[src/rtl/s2p_rr_arbiter.sv]
// Purpose     : round-robin share of one serial-to-parallel deserializer among N bit-serial requesters.
// Latency     : 1 cycle from the final accepted bit to valid_b; best-case frame period FRAME_W+2 cycles.
// Backpressure: valid_b/data_b/src_id hold while ready_b=0 and no requester is granted until handoff.
//
// Ports:
//   clk, rst        clock (rising edge) and synchronous active-high reset
//   valid_a, data_a per-requester bit-valid and serial data bit
//   ready_a         one-hot accept strobe towards the granted requester
//   valid_b, ready_b, data_b, src_id  assembled frame handshake, payload and source index
//   err_timeout     one-cycle pulse when a stalled partial frame is dropped
module s2p_rr_arbiter #(
    parameter int N       = 4,
    parameter int FRAME_W = 6,
    parameter int TIMEOUT = 15
) (
    input  logic                 clk,
    input  logic                 rst,
    input  logic [N-1:0]         valid_a,
    input  logic [N-1:0]         data_a,
    output logic [N-1:0]         ready_a,
    output logic                 valid_b,
    input  logic                 ready_b,
    output logic [FRAME_W-1:0]   data_b,
    output logic [$clog2(N)-1:0] src_id,
    output logic                 err_timeout
);

    localparam int IW = $clog2(N);
    localparam int CW = $clog2(FRAME_W);

    localparam logic [CW-1:0] CNT_LAST  = CW'(FRAME_W - 1);
    // Compared before the increment, so the TIMEOUT-th idle cycle fires.
    localparam logic [7:0]    IDLE_LAST = 8'(TIMEOUT - 1);

    typedef enum logic [1:0] {
        ST_IDLE  = 2'd0,
        ST_SHIFT = 2'd1,
        ST_OUT   = 2'd2
    } state_t;

    state_t               state;
    logic [IW-1:0]        ptr;
    logic [IW-1:0]        grant;
    logic [CW-1:0]        cnt;
    logic [7:0]           idle_cnt;
    logic [FRAME_W-1:0]   shift_reg;

    logic [IW-1:0]        pick;
    logic                 bit_in;
    logic                 accept;
    logic [FRAME_W-1:0]   frame_next;

    // Modulo-N increment that never produces an index >= N, also for
    // non-power-of-two N.
    function automatic logic [IW-1:0] wrap_add(input logic [IW-1:0] base, input int unsigned off);
        int unsigned s;
        s = int'(base) + off;
        if (s >= N) begin
            s = s - N;
        end
        return IW'(s);
    endfunction

    // Round-robin search from ptr. Walking the offsets downwards lets the
    // smallest offset with a set valid bit overwrite all others.
    always_comb begin
        pick = ptr;
        for (int k = N - 1; k >= 0; k--) begin
            if (valid_a[wrap_add(ptr, k)]) begin
                pick = wrap_add(ptr, k);
            end
        end
    end

    assign bit_in = data_a[grant];
    assign accept = (state == ST_SHIFT) && valid_a[grant] && ready_a[grant];

    // Frame including the bit being accepted this cycle, so the final bit
    // reaches data_b without an extra cycle.
    always_comb begin
        frame_next      = shift_reg;
        frame_next[cnt] = bit_in;
    end

    always_ff @(posedge clk) begin
        if (rst) begin
            state       <= ST_IDLE;
            ptr         <= '0;
            grant       <= '0;
            cnt         <= '0;
            idle_cnt    <= '0;
            shift_reg   <= '0;
            ready_a     <= '0;
            valid_b     <= 1'b0;
            data_b      <= '0;
            src_id      <= '0;
            err_timeout <= 1'b0;
        end else begin
            err_timeout <= 1'b0;
            case (state)
                ST_IDLE: begin
                    if (|valid_a) begin
                        grant    <= pick;
                        ready_a  <= N'(1) << pick;
                        cnt      <= '0;
                        idle_cnt <= '0;
                        state    <= ST_SHIFT;
                    end
                end

                ST_SHIFT: begin
                    // An accept always wins over a coincident timeout.
                    if (accept) begin
                        shift_reg <= frame_next;
                        idle_cnt  <= '0;
                        if (cnt == CNT_LAST) begin
                            data_b  <= frame_next;
                            src_id  <= grant;
                            valid_b <= 1'b1;
                            ready_a <= '0;
                            cnt     <= '0;
                            state   <= ST_OUT;
                        end else begin
                            cnt <= cnt + CW'(1);
                        end
                    end else if (idle_cnt == IDLE_LAST) begin
                        // Stalled requester: drop the partial frame and
                        // move priority past it.
                        err_timeout <= 1'b1;
                        shift_reg   <= '0;
                        cnt         <= '0;
                        idle_cnt    <= '0;
                        ready_a     <= '0;
                        ptr         <= wrap_add(grant, 1);
                        state       <= ST_IDLE;
                    end else begin
                        idle_cnt <= idle_cnt + 8'd1;
                    end
                end

                ST_OUT: begin
                    if (ready_b) begin
                        valid_b <= 1'b0;
                        ptr     <= wrap_add(src_id, 1);
                        state   <= ST_IDLE;
                    end
                end

                default: begin
                    state <= ST_IDLE;
                end
            endcase
        end
    end

endmodule

[config.mk]
export PLATFORM = sky130hd
export DESIGN_NAME = s2p_rr_arbiter
export DESIGN_NICKNAME = d
export VERILOG_FILES = /design/src/rtl/s2p_rr_arbiter.sv
export SDC_FILE = /design/constraint.sdc
export NUM_CORES = 1
export LEC_CHECK = 0
export BUFFER_PORTS_ARGS = -buffer_cell sky130_fd_sc_hd__buf_4
export CELL_PAD_IN_SITES_DETAIL_PLACEMENT = 0
export CELL_PAD_IN_SITES_GLOBAL_PLACEMENT = 2
export CORE_ASPECT_RATIO = 1.1
export CORE_MARGIN = 3
export CORE_UTILIZATION = 37
export DETAILED_ROUTE_END_ITERATION = 12
export PLACE_DENSITY_LB_ADDON = 0.1
export SYNTH_ARGS = -nofsm -noshare
export SYNTH_HDL_FRONTEND = slang
export SYNTH_SLANG_ARGS = --single-unit
export TNS_END_PERCENT = 10
[constraint.sdc]
create_clock -name clk -period 2.4 [get_ports clk]
set_input_delay 0.48 -clock clk [delete_from_list [all_inputs] [get_ports clk]]
set_output_delay 0.48 -clock clk [all_outputs]
set_load 0.05 [all_outputs]
==> impl_metrics.tcl <==
set metrics [dict create \
    rsz0062_at_grt "false" \
    powerDensity_nw_per_um2 562 \
    syn_area_per_cell_sq_um 8.75 \
    timing.fmax_mhz 506 \
    synth_warnings 0 \
    ios 25 \
    die_area_sq_um 5900 \
    route.vias.total 1547 \
    finClkSkew_ns 0.00898 \
    cts_tree "yes" \
    slew_headroom 0.552 \
    yosys.area_share.simple 0.283 \
    grt_pass1_wl_mm 7.39 \
    worstPathCellList "nand4_1 -> a41oi_4 -> and2b_1 -> nor2_1 -> nor3b_2" \
    hold_viol 0 \
    slowest_stage "dfxtp_1" \
    synthArstFlopShare 0 \
    cp-endpoint "valid_b$_SDFFE_PP0P_" \
    num_rows 26 \
    syn2layout_area_growth_pct 15.6 \
    status "completed" \
    wl_mm 4.23 \
    synthMuxAreaShare 0.0560 \
    antenna_cells 0 \
    fp.dieW_um 73.5 \
    place_inst 282 \
    setup_tns_ns 0 \
    yosys.area_share.xor_xnor 0.0425 \
    critPathMaxFanout 11 \
    grt_max_degree 31 \
    largest_register_ff_count 8 \
    reg2reg_depth 5 \
    synth_nets 225 \
    cts_root_buf "clkbuf_8" \
    hold_buffers 0 \
    fin_crit_ns 1.98 \
    worstPathRequired_ns 2.62 \
    synth_compound_area_frac 0.164 \
    grtUsageTotal 0.160 \
    vias_per_cell 5.33 \
    peakVddDrop_uv 252 \
    io_buffers 24 \
    antenna_found_initial 0 \
    drt.antenna.violating_nets 0 \
    timing.final.crit_share 0.824 \
    power_leakage_nw 0.831 \
    postCtsSetupRepairBufs 0 \
    grt_pass1_vias 1564 \
    synth-edff-count 0 \
    synth-seq-cells 36 \
    crit_start "grant[0]$_SDFFE_PP0P_" \
    numCtsBuffers 5 \
    drc 0 \
    worst_slew_pin_slew_ns 0.672 \
    clk_pin_slew_ns 0.08 \
    slew_violations 0 \
    dieHeight_um 80.3 \
    drt_iter0_drc 109 \
    crit_cells 5 \
    synth-main-ff-cell "dfxtp_1" \
    setup_viol 0 \
    cts.htree.levels 2 \
    grt-ovfl-total 0 \
    cp.buffers_inverters 0 \
    min_path_type "register to register" \
    r2r-start "grant[0]$_SDFFE_PP0P_" \
    netlist_area_sq_um 1860 \
    clkSinkCount 36 \
    final_nets 246 \
    wl_per_cell_um 14.6 \
    r2r_end "valid_b$_SDFFE_PP0P_" \
    core_sq_um 4750 \
    worst_ep_arrival_time_ns 2.20 \
    cts_buffer_depth 2 \
    r2r_slack_ns 0.42 \
    place.gp.congestion 0.779 \
    synth_cell_types 49 \
    synth_top_family_by_area "simple AND/OR/NAND/NOR gates" \
    critPathKind "register to register" \
    syn_inst 212 \
    critical_path.endpoint_type "register" \
    cp_top_family "simple AND/OR/NAND/NOR gates" \
    clk_latency_ns 0.29 \
    start_util 0.391 \
    cpPeakStageDelay_ns 0.56 \
    stdcell_count 290 \
    cp-start-kind "register" \
    drt-pass1-iter-count 5 \
    cts.repair.resized 0 \
    yosysSeqAreaShare 0.388 \
    yosys.area_share.adder 0.0135 \
    drive_gt1_frac 0.201 \
    dp_hpwl_mm 3.07 \
    cap_violations 0 \
]
[power breakdown]
part / total, mW / internal (mW) / leakage (nW) / switching, mW
Combinational: 0.130 / 0.0532 / 0.496 / 0.0764
Clock: 0.453 / 0.233 / 0.0445 / 0.220
Sequential: 0.623 / 0.607 / 0.291 / 0.0160
Total: 1.21 / 0.894 / 0.831 / 0.313
[worst register-to-register path, delay by kind of cell (launching register included)]
| kind | cells | cell delay [ns] |
|---|---|---|
| DFF | 1 | 0.56 |
| and+or+nand+nor | 4 | 1.02 |
| AOI/OAI and AO/OA | 1 | 0.34 |
[cell usage after synthesis, types with 3 or more instances]
library cell   n  area [sq um]
nor2b_1        8          50.1
nand2b_1       5          31.3
a21oi_1       16          80.1
o22ai_1        3          18.8
nand4_1        5          31.3
mux2i_1        7          70.1
nor2_1        23          86.3
inv_1         10          37.5
clkbuf_1       7          26.3
nand2_1       21          78.8
and3_1         3          18.8
o21ai_0       10          50.1
dfxtp_1       36           721
nand3_1        3          15.0
xor2_1         7          61.3
[logic make-up (layout without fill, tap and decap cells)]
group | Yosys count | in the layout
buffers and inverters | 21 | 43
AO/OA/AOI/OAI | 45 | 45
multiplexers | 9 | 9
AND/OR/NAND/NOR | 90 | 90
flip-flops | 36 | 36
XOR/XNOR | 9 | 9
adder cells (fa/ha/maj) | 2 | 2
[metrics by stage]
step | total power [mW] | util | setup slack [ns] | area (sq um) | hold slack, ns
6_report | 1.21 | 0.452 | 0.423 | 2150 | 0.459
4_1_cts | 1.22 | 0.452 | 0.397 | 2150 | 0.457
3_3_place_gp | 0.764 | 0.432 | 0.485 | 2050 | 0.446
2_1_floorplan | 0.728 | - | 0.574 | 1860 | 0.428
3_5_place_dp | 0.767 | 0.432 | 0.425 | 2050 | 0.453
5_1_grt | 1.27 | 0.452 | 0.209 | 2150 | 0.466
[worst min path at each step]
stage,to,slack [ns],cells after the start,startpoint
floorplan,data_b[1]$_SDFFE_PP0P_,0.43,2,shift_reg[1]$_SDFFE_PP0P_
global placement,data_b[5]$_SDFFE_PP0P_,0.45,2,data_b[5]$_SDFFE_PP0P_
detailed placement,data_b[1]$_SDFFE_PP0P_,0.45,2,data_b[1]$_SDFFE_PP0P_
CTS,state[1]$_SDFFE_PP0P_,0.46,3,ready_b
global route,state[1]$_SDFFE_PP0P_,0.47,3,ready_b
finish,data_b[1]$_SDFFE_PP0P_,0.46,2,data_b[1]$_SDFFE_PP0P_
[cell usage in the layout, fill, tap and decap left out, types with 2 or more instances in the layout]
cell type and instances:
nand3_1 3, mux2i_1 7, xor2_1 7, nand2b_1 5, nor2_1 23, o32ai_1 2, xnor2_1 2, a21oi_1 16
nand2_1 21, nand4b_2 2, inv_1 10, o22ai_1 3, clkbuf_8 6, o21ai_0 10, buf_4 25, nand4_1 5
dfxtp_1 36, ha_1 2, a211oi_2 2, and2_1 2, o21a_1 2, and3_1 3, nor2b_1 8, or3_1 2
nor3_1 2, nor4_1 2, a211oi_1 2, nor3b_1 2, nor2_2 2
[final cells by class]
type | count | area (sq um)
Fill cell | 473 | 2600
Multi-Input combinational cell | 155 | 1040
Sequential cell | 36 | 721
Timing Repair Buffer | 25 | 188
Clock buffer | 7 | 86.3
Tap cell | 56 | 70.1
Inverter | 10 | 37.5
Clock inverter | 1 | 7.51
[routing by layer]
layer  vias up  global-route usage  wire, um
met5         -                   0         0
met4         0              0.0634        57
met3         7              0.0401       206
met2        38               0.253      1970
met1       722               0.205      2000
li1        780                   -         -
(Power assumes the default switching activity.)
